===== config.mk =====
export PLATFORM = sky130hd
export DESIGN_NAME = riscv_pc_gen
export DESIGN_NICKNAME = d
export VERILOG_FILES = /design/src/rtl/riscv_pc_pkg.sv /design/src/rtl/riscv_pc_target.sv /design/src/rtl/riscv_pc_gen.sv
export SDC_FILE = /design/constraint.sdc
export NUM_CORES = 1
export LEC_CHECK = 0
export ABC_AREA = 1
export ABC_CLOCK_PERIOD_IN_PS = 2700
export CAP_MARGIN = 20
export CORE_UTILIZATION = 54
export CTS_CLUSTER_SIZE = 24
export DETAILED_ROUTE_END_ITERATION = 8
export PLACE_DENSITY = 0.82
export SLEW_MARGIN = 20
export SYNTH_ARGS = -nofsm -noshare
export SYNTH_HDL_FRONTEND = slang
export SYNTH_SLANG_ARGS = --single-unit

===== constraint.sdc =====
create_clock -name clk -period 2.7 [get_ports clk]
set_input_delay 0.54 -clock clk [delete_from_list [all_inputs] [get_ports clk]]
set_output_delay 0.54 -clock clk [all_outputs]
set_load 0.05 [all_outputs]

===== src/rtl/riscv_pc_pkg.sv =====
// Shared types and helpers for the fetch-stage program-counter generator.
//   - pc_state_e    : halt/resume FSM states
//   - redir_kind_e  : encoding of the redir_kind input
//   - align_mask()  : mask of target LSBs that must be zero for an aligned fetch
package riscv_pc_pkg;

  typedef enum logic [1:0] {
    ST_BOOT  = 2'd0,
    ST_RUN   = 2'd1,
    ST_DRAIN = 2'd2,
    ST_HALT  = 2'd3
  } pc_state_e;

  typedef enum logic [1:0] {
    KIND_REL  = 2'd0,  // base + offset
    KIND_JALR = 2'd1,  // (base + offset) with bit 0 cleared
    KIND_ABS  = 2'd2,  // base
    KIND_RSVD = 2'd3   // ignored
  } redir_kind_e;

  // Widest address the mask helper supports.
  localparam int unsigned MAX_ADDR_W = 64;

  // Low 'lsb' bits set; callers truncate to their own address width.
  function automatic logic [MAX_ADDR_W-1:0] align_mask(input int unsigned lsb);
    return (MAX_ADDR_W'(1) << lsb) - MAX_ADDR_W'(1);
  endfunction

endpackage


===== src/rtl/riscv_pc_target.sv =====
// Combinational redirect-target calculator.
// Ports:
//   kind_i        redirect kind (REL / JALR / ABS / RSVD)
//   base_i        base address
//   offset_i      sign-extended byte offset
//   target_o      computed target, modulo 2^ADDR_W
//   misaligned_o  target has a nonzero bit among its ALIGN_LSB low bits
//   kind_valid_o  kind is not the reserved code
module riscv_pc_target
  import riscv_pc_pkg::*;
#(
  parameter int unsigned ADDR_W    = 32,
  parameter int unsigned ALIGN_LSB = 2
) (
  input  logic [1:0]        kind_i,
  input  logic [ADDR_W-1:0] base_i,
  input  logic [ADDR_W-1:0] offset_i,
  output logic [ADDR_W-1:0] target_o,
  output logic              misaligned_o,
  output logic              kind_valid_o
);

  localparam logic [ADDR_W-1:0] ALIGN_MASK = ADDR_W'(align_mask(ALIGN_LSB));

  logic [ADDR_W-1:0] sum;

  assign sum = base_i + offset_i;

  always_comb begin
    target_o     = base_i;
    kind_valid_o = 1'b1;
    case (kind_i)
      KIND_REL:  target_o = sum;
      KIND_JALR: target_o = sum & ~ADDR_W'(1);
      KIND_ABS:  target_o = base_i;
      default:   kind_valid_o = 1'b0;
    endcase
  end

  // A reserved kind never reports misalignment; it is simply ignored.
  assign misaligned_o = kind_valid_o && ((target_o & ALIGN_MASK) != '0);

endmodule


===== src/rtl/riscv_pc_gen.sv =====
// Fetch-stage program-counter generator.
// Ports:
//   clk, rst_n       clock, asynchronous active-low reset
//   pc_o             current byte fetch address
//   pc_valid_o       pc_o is presented to fetch
//   pc_ready_i       fetch accepts pc_o this cycle
//   redir_valid_i    redirect request pulse
//   redir_kind_i     0=REL, 1=JALR, 2=ABS, 3=reserved
//   redir_base_i     redirect base address
//   redir_offset_i   redirect byte offset (sign-extended)
//   halt_req_i       stop fetching
//   resume_req_i     restart fetching (only honoured while halted)
//   halted_o         FSM is in HALT
//   misalign_err_o   one-cycle pulse after a misaligned redirect
//   misalign_addr_o  last misaligned target, held until the next error
module riscv_pc_gen
  import riscv_pc_pkg::*;
#(
  parameter int unsigned       ADDR_W       = 32,
  parameter logic [ADDR_W-1:0] RESET_VECTOR = '0,
  parameter int unsigned       INC          = 4,
  parameter int unsigned       ALIGN_LSB    = 2
) (
  input  logic              clk,
  input  logic              rst_n,
  output logic [ADDR_W-1:0] pc_o,
  output logic              pc_valid_o,
  input  logic              pc_ready_i,
  input  logic              redir_valid_i,
  input  logic [1:0]        redir_kind_i,
  input  logic [ADDR_W-1:0] redir_base_i,
  input  logic [ADDR_W-1:0] redir_offset_i,
  input  logic              halt_req_i,
  input  logic              resume_req_i,
  output logic              halted_o,
  output logic              misalign_err_o,
  output logic [ADDR_W-1:0] misalign_addr_o
);

  pc_state_e         state_q, state_d;
  logic [ADDR_W-1:0] pc_q, pc_d;
  logic              pend_valid_q, pend_valid_d;
  logic [ADDR_W-1:0] pend_addr_q, pend_addr_d;
  logic              err_q, err_d;
  logic [ADDR_W-1:0] err_addr_q, err_addr_d;

  logic [ADDR_W-1:0] target;
  logic              misaligned;
  logic              kind_valid;
  logic              handshake;
  logic              redir_live;
  logic              redir_ok;
  logic              redir_bad;
  logic              resume_now;
  logic [ADDR_W-1:0] next_pc;

  riscv_pc_target #(
    .ADDR_W    (ADDR_W),
    .ALIGN_LSB (ALIGN_LSB)
  ) u_target (
    .kind_i       (redir_kind_i),
    .base_i       (redir_base_i),
    .offset_i     (redir_offset_i),
    .target_o     (target),
    .misaligned_o (misaligned),
    .kind_valid_o (kind_valid)
  );

  assign pc_valid_o = (state_q == ST_RUN) || (state_q == ST_DRAIN);
  assign handshake  = pc_valid_o && pc_ready_i;

  // Redirects are only meaningful once out of BOOT.
  assign redir_live = redir_valid_i && kind_valid && (state_q != ST_BOOT);
  assign redir_ok   = redir_live && !misaligned;
  assign redir_bad  = redir_live && misaligned;
  assign resume_now = (state_q == ST_HALT) && resume_req_i;

  // Same-cycle redirect beats the buffered one, which beats sequential flow.
  assign next_pc = redir_ok     ? target      :
                   pend_valid_q ? pend_addr_q :
                                  pc_q + ADDR_W'(INC);

  always_comb begin
    state_d      = state_q;
    pc_d         = pc_q;
    pend_valid_d = pend_valid_q;
    pend_addr_d  = pend_addr_q;
    err_d        = redir_bad;
    err_addr_d   = redir_bad ? target : err_addr_q;

    if (handshake) begin
      // Accepted pc advances; any redirect or buffered target is consumed.
      pc_d         = next_pc;
      pend_valid_d = 1'b0;
    end else if (resume_now && (redir_ok || pend_valid_q)) begin
      // The halted pc was never fetched, so it is only replaced when a
      // redirect is waiting; otherwise fetch restarts where it stopped.
      pc_d         = redir_ok ? target : pend_addr_q;
      pend_valid_d = 1'b0;
    end else if (redir_ok) begin
      // Presented pc must stay stable; remember the redirect for later.
      pend_valid_d = 1'b1;
      pend_addr_d  = target;
    end

    case (state_q)
      ST_BOOT:  state_d = ST_RUN;
      ST_RUN: begin
        if (halt_req_i) state_d = handshake ? ST_HALT : ST_DRAIN;
      end
      ST_DRAIN: begin
        if (handshake) state_d = ST_HALT;
      end
      ST_HALT: begin
        if (resume_req_i) state_d = ST_RUN;
      end
      default:  state_d = ST_BOOT;
    endcase
  end

  always_ff @(posedge clk or negedge rst_n) begin
    if (!rst_n) begin
      state_q      <= ST_BOOT;
      pc_q         <= RESET_VECTOR;
      pend_valid_q <= 1'b0;
      pend_addr_q  <= '0;
      err_q        <= 1'b0;
      err_addr_q   <= '0;
    end else begin
      state_q      <= state_d;
      pc_q         <= pc_d;
      pend_valid_q <= pend_valid_d;
      pend_addr_q  <= pend_addr_d;
      err_q        <= err_d;
      err_addr_q   <= err_addr_d;
    end
  end

  assign pc_o            = pc_q;
  assign halted_o        = (state_q == ST_HALT);
  assign misalign_err_o  = err_q;
  assign misalign_addr_o = err_addr_q;

endmodule


---- Yosys cells after proc, flatten, opt, wreduce, memory -nomap -nowiden ----
Index checks and enable logic that the tools add are counted.
word-level totals
  register bits ........................... 100
  input port bits ......................... 72
cells by class
  $add $sub $neg .......................... 2
  eq/ne operators ......................... 8
  mux-type cells .......................... 15
  bitwise logic cells ..................... 2
  reductions and logical operators ........ 20
operators by type and width
  cell                   number
  $mux 32                5
  $pmux 32 s2            1
  $add 32x3->32 const B  1
  $add 32x32->32         1
  $reduce_bool 32->1     1
  $logic_and 1x1->1      8
  $pmux 2 s4             1
  $eq 2x2->1 const B     3
  $mux 2                 3
  $ne 2x2->1 const B     3
  $mux 1                 5
  $eq 2x1->1 const B     2
  $logic_not 2->1        2
  $reduce_bool 2->1      2
  $reduce_and 3->1       1
  $reduce_bool 3->1      1
  $reduce_or 3->1        1
  $logic_or 1x1->1       2
  $not 1->1              2
  $reduce_and 2->1       1
  $logic_not 1->1        1

---- Longest topological paths before layout ----
  word-level depth ........................ 10
  depth in mapped cells ................... 16
  depth with buffers taken out ............ 16

---- Cells and area by module ----
Synthesis repeated with hierarchy kept, for this count alone.
unflattened totals
  cells, all modules ...................... 1,281
  area total of the unflattened synthesis .. 8,215.4 um^2
by module, submodules not included
  module           times used  cells each  area an instance (um^2)  seq. area each (um^2)
  riscv_pc_gen     1           771         5,679.2                  2,502.4
  riscv_pc_target  1           510         2,536.2                  0.0

---- Worst setup path after synthesis ----
Ideal clock, no wire load.
  path type ............................... in2reg
  start ................................... in redir_base_i[0]
  end ..................................... reg pc_q[3], in the netlist pc_o[3]
  data arrival time ....................... 2.311 ns
  required time ........................... 2.613 ns
  slack ................................... 0.302 ns
  stages .................................. 13
  path buffers ............................ 1
  path through ............................ ha_1 inv_1 fa_1 o21ai_0 nor2_2 nand2_4 nand2_2 inv_2 nor2_4 nor2_8 buf_2 nand2_1 o211ai_1
on the way
  word-level cells in the longest chain between the ends .. 9
  elaborated cells on any way between the ends .. 13
  those cells by class .................... 1 x add/sub; 5 x mux; 7 x reduce/logical
RTL lines
  element                                              RTL line               source
  start, declared                                      riscv_pc_gen.sv:31     input logic [ADDR_W-1:0] redir_base_i,
  $add 32x32->32                                       riscv_pc_target.sv:27  assign sum = base_i + offset_i;
  $pmux 32 s2 (*)                                      riscv_pc_target.sv:32  case (kind_i)
  $reduce_bool 32->1                                   riscv_pc_target.sv:41  assign misaligned_o = kind_valid_o && ((target_o & ALIGN_MASK) != '0);
  $logic_and 1x1->1                                    riscv_pc_target.sv:41
  $logic_not 1->1                                      riscv_pc_gen.sv:74     assign redir_ok = redir_live && !misaligned;
  $logic_and 1x1->1                                    riscv_pc_gen.sv:74
  $mux 32 / $logic_or 1x1->1 (equally long branches)   -
  $mux 32 / $logic_and 1x1->1 (equally long branches)  riscv_pc_gen.sv:95     end else if (resume_now && (redir_ok || pend_valid_q)) begin
  $mux 32 / $reduce_bool 2->1 (equally long branches)  -
  end signal, assigned                                 riscv_pc_gen.sv:131    pc_q <= pc_d;
  end, declared                                        riscv_pc_gen.sv:41     logic [ADDR_W-1:0] pc_q, pc_d;
Every way passes the cells marked *; elsewhere a longest branch is shown, timed or not. The select of a mux whose other input is x is not followed.
A chain may end at the register's enable or synchronous reset.

---- Final worst setup path ----
  start ................................... in redir_offset_i[1]
  end ..................................... reg pc_q[24], in the netlist pc_o[24]
on the way
  word-level cells in the longest chain between the ends .. 9
  elaborated cells on any way between the ends .. 13
  those cells by class .................... 1 x add/sub; 5 x mux; 7 x reduce/logical
RTL lines
  element                                              RTL line               source
  start, declared                                      riscv_pc_gen.sv:32     input logic [ADDR_W-1:0] redir_offset_i,
  $add 32x32->32 (*)                                   riscv_pc_target.sv:27
  $pmux 32 s2 (*)                                      riscv_pc_target.sv:32
  $reduce_bool 32->1                                   riscv_pc_target.sv:41
  $logic_and 1x1->1                                    riscv_pc_target.sv:41
  $logic_not 1->1                                      riscv_pc_gen.sv:74
  $logic_and 1x1->1                                    riscv_pc_gen.sv:74
  $mux 32 / $logic_or 1x1->1 (equally long branches)   -
  $mux 32 / $logic_and 1x1->1 (equally long branches)  riscv_pc_gen.sv:95
  $mux 32 / $reduce_bool 2->1 (equally long branches)  -
Marks and branches as above.

==> results.sh <==
export IMPL_antenna_left=0
export IMPL_synth_cell_types=44
export IMPL_end_kind="flip-flop"
export IMPL_yosys_area_top_type="dfrtp_1"
export IMPL_hpwl_mm=21.2
export IMPL_grt_max_degree=38
export IMPL_drt_iter0_markers=822
export IMPL_wire_per_inst_microns=15.7
export IMPL_final_common_cell="nand2_1"
export IMPL_nNetsFinal=1603
export IMPL_arrival_ns=2.79
export IMPL_hold_buffers=0
export IMPL_pin_count=139
export IMPL_die_area_sq_um=15000
export IMPL_cp_data_required_time_ns=2.93
export IMPL_slowest_stage="fa_1"
export IMPL_synth_nets=1344
export IMPL_cts_buffers=9
export IMPL_io_buffer_count=138
export IMPL_async_flop_share_pct=100
export IMPL_antenna_found_initial=0
export IMPL_tns_ns=0
export IMPL_fin_crit_ns=2.57
export IMPL_cts_sinks=100
export IMPL_drt_total_wl_mm=26.4
export IMPL_dr_total_vias=9303
export IMPL_seq_area_frac_synth_pct=31.9
export IMPL_yosys_area_top_type_share_pct=31.9
export IMPL_cts_reportedPaths_clkPinSlew_ns=0.07
export IMPL_fin_crit_sh_pct=95.1
export IMPL_max_slew_margin_pct=62.2
export IMPL_gp_congestion=0.999
export IMPL_drv_cap=0
export IMPL_yosysWarnings=0
export IMPL_htree_levels=3
export IMPL_crit_type="in2reg"
export IMPL_setup_violations_final=0
export IMPL_syn_cell_area_sq_um=7860
export IMPL_synth_area_leaders="dfrtp_1 32%, nand2_1 21%, nand3_1 6.9%"
export IMPL_worst_pin_slew_ns=0.566
export IMPL_syn_to_final_growth_pct=37.9
export IMPL_initial_utilization_pct=55.9
export IMPL_grt_pass1_vias=8536
export IMPL_coreArea_sq_um=14000
export IMPL_hold_path_class="in2async"
export IMPL_die_h_microns=123
export IMPL_cts_tree="built"
export IMPL_crit_fanout=8
export IMPL_overflow=0
export IMPL_final_util_pct=77.1
export IMPL_outcome="finished, final reports clean"
export IMPL_post_place_ws_ns=-0.409
export IMPL_grt_pass1_wl_mm=41.7
export IMPL_timing_hold_ws_ns=0.162
export IMPL_cts_root_buf="clkbuf_16"
export IMPL_worstPathCellList="clkdlybuf4s50_1 -> inv_1 -> fa_1 -> o21ai_2 -> nor2_2 -> nand2_4 -> nand2_4 -> inv_4 -> nor2_4 -> nor2_8 -> buf_4 -> a21oi_1 -> nand2_1 -> inv_1 -> a21oi_1"
export IMPL_track_usage_pct=35.9
export IMPL_rsz0062_at_grt="no"
export IMPL_route_detailed_drc=0
export IMPL_peakVddDrop_v=0.000530
export IMPL_diodes=0
export IMPL_drtPass1Iterations=5
export IMPL_dieWidth_microns=123
export IMPL_clock_tree_buffer_depth=2
export IMPL_rows=43
export IMPL_layout_drive_gt1_share_pct=14.1
export IMPL_leakagePower_uw=0.00557
export IMPL_timing_fmax_mhz=389
export IMPL_powerDensity_nw_per_um2=1030
export IMPL_ys_flop_type="dfrtp_1"
export IMPL_clk_insertion_delay_late_ns=0.35
export IMPL_via_per_inst=5.54
export IMPL_synth_seq_cells=100
export IMPL_worst_slack_ns=0.132
export IMPL_report_final_slew_viol_count=0
export IMPL_avgSynthCellArea_sq_um=6.37
export IMPL_slowest_delay_ns=0.51
export IMPL_synth_edf_count=0
export IMPL_start_kind="primary input"
export IMPL_layout_common_cells="443 x nand2_1, 135 x buf_4, 134 x clkdlybuf4s50_1, 132 x inv_1, 108 x nand3_1"
export IMPL_skew_ns=0.0103
export IMPL_netlist_instances=1234
export IMPL_hold_violations=0
worst max-delay path: cells and delay by family:
family / cells / cell delay, ns
adder cells (fa/ha/maj): 1 / 0.51
AND/OR/NAND/NOR: 6 / 0.65
AO/OA/AOI/OAI: 3 / 0.25
buffers and inverters: 5 / 0.82
sequential cells by signal, indices dropped and copies added (netlist names):
name / cells
state_q: 2
misalign_addr_o: 32
pend_addr_q: 32
misalign_err_o: 1
pc_o: 32
pend_valid_q: 1
Yosys cell counts, drive strengths merged (2+ instances only):
library cell,n
inv,138
o21bai,7
clkbuf,16
dfrtp,100
nand4,10
nor3,21
nand3b,5
a21o,3
a31oi,8
a21oi,69
nor2,104
buf,18
o21a,2
o21ai,71
clkinv,2
or2,21
a22oi,7
nand3,109
a211oi,2
and2,5
xnor2,11
nand2,454
ha,37
o211ai,5
final timing paths:
| check | from | end | slack [ns] | cells past startpoint |
|---|---|---|---|---|
| hold reg to reg | pend_addr_q[0] | pend_addr_q[0] | 0.48 | 2 |
| min in group clk | pend_addr_q[0] | pend_addr_q[0] | 0.48 | 2 |
| hold / removal | rst_n | pend_addr_q[4] | 0.16 | 1 |
| setup reg to reg | pc_o[2] | pc_o[18] | 0.28 | 11 |
| setup / recovery | redir_offset_i[1] | pc_o[24] | 0.13 | 15 |
| max in group asynchronous | rst_n | pc_o[18] | 1.75 | 2 |
logic make-up after synthesis:
kind of cell               Yosys count  share of synthesized area (%)
buffers and inverters              174                           8.63
DFF                                100                           31.9
and+or+nand+nor                    730                           39.2
adders and majority gates           38                           6.15
AOI/OAI and AO/OA                  180                           12.8
xor gates and xnor gates            12                           1.34
stage by stage:
stage          instances  total power (uW)  cell area (sq um)
2_1_floorplan       1234              7080               7860
3_3_place_gp        1656              9520              10400
3_5_place_dp        1656              9640              10400
4_1_cts             1674             10900              10700
5_1_grt             1678             11800              10800
6_report            1678             11100              10800
area by class of cell:
| cell class | instances | area (sq um) |
|---|---|---|
| repair inverters | 1 | 7.51 |
| multi-input cells | 960 | 4720 |
| clock buffers | 13 | 260 |
| clock inverters | 3 | 21.3 |
| fillers | 1112 | 3210 |
| repair buffers | 281 | 2560 |
| inverters | 140 | 536 |
| flip-flops and latches | 100 | 2500 |
| well taps | 180 | 225 |
power by group:
group	internal [uW]	switching, uW	total [uW]
clock network	677	566	1240
registers	2210	707	2920
logic	2550	4440	6990
total	5430	5710	11100
timing repair:
action / in CTS / in global routing
cloned: 0 / 2
gates resized for setup: 2 / 24
buffers inserted: 2 / 2
pin swaps: 1 / 7
setup endpoints to repair: 36 / 67
metal layers:
metal	up-vias	wire length [microns]	track usage [%]
met5	-	0	0
met4	0	1240	16.2
met3	84	1780	3.86
met2	432	12200	58.2
met1	4291	11200	48.3
li1	4496	-	-
(Power assumes the default switching activity.)
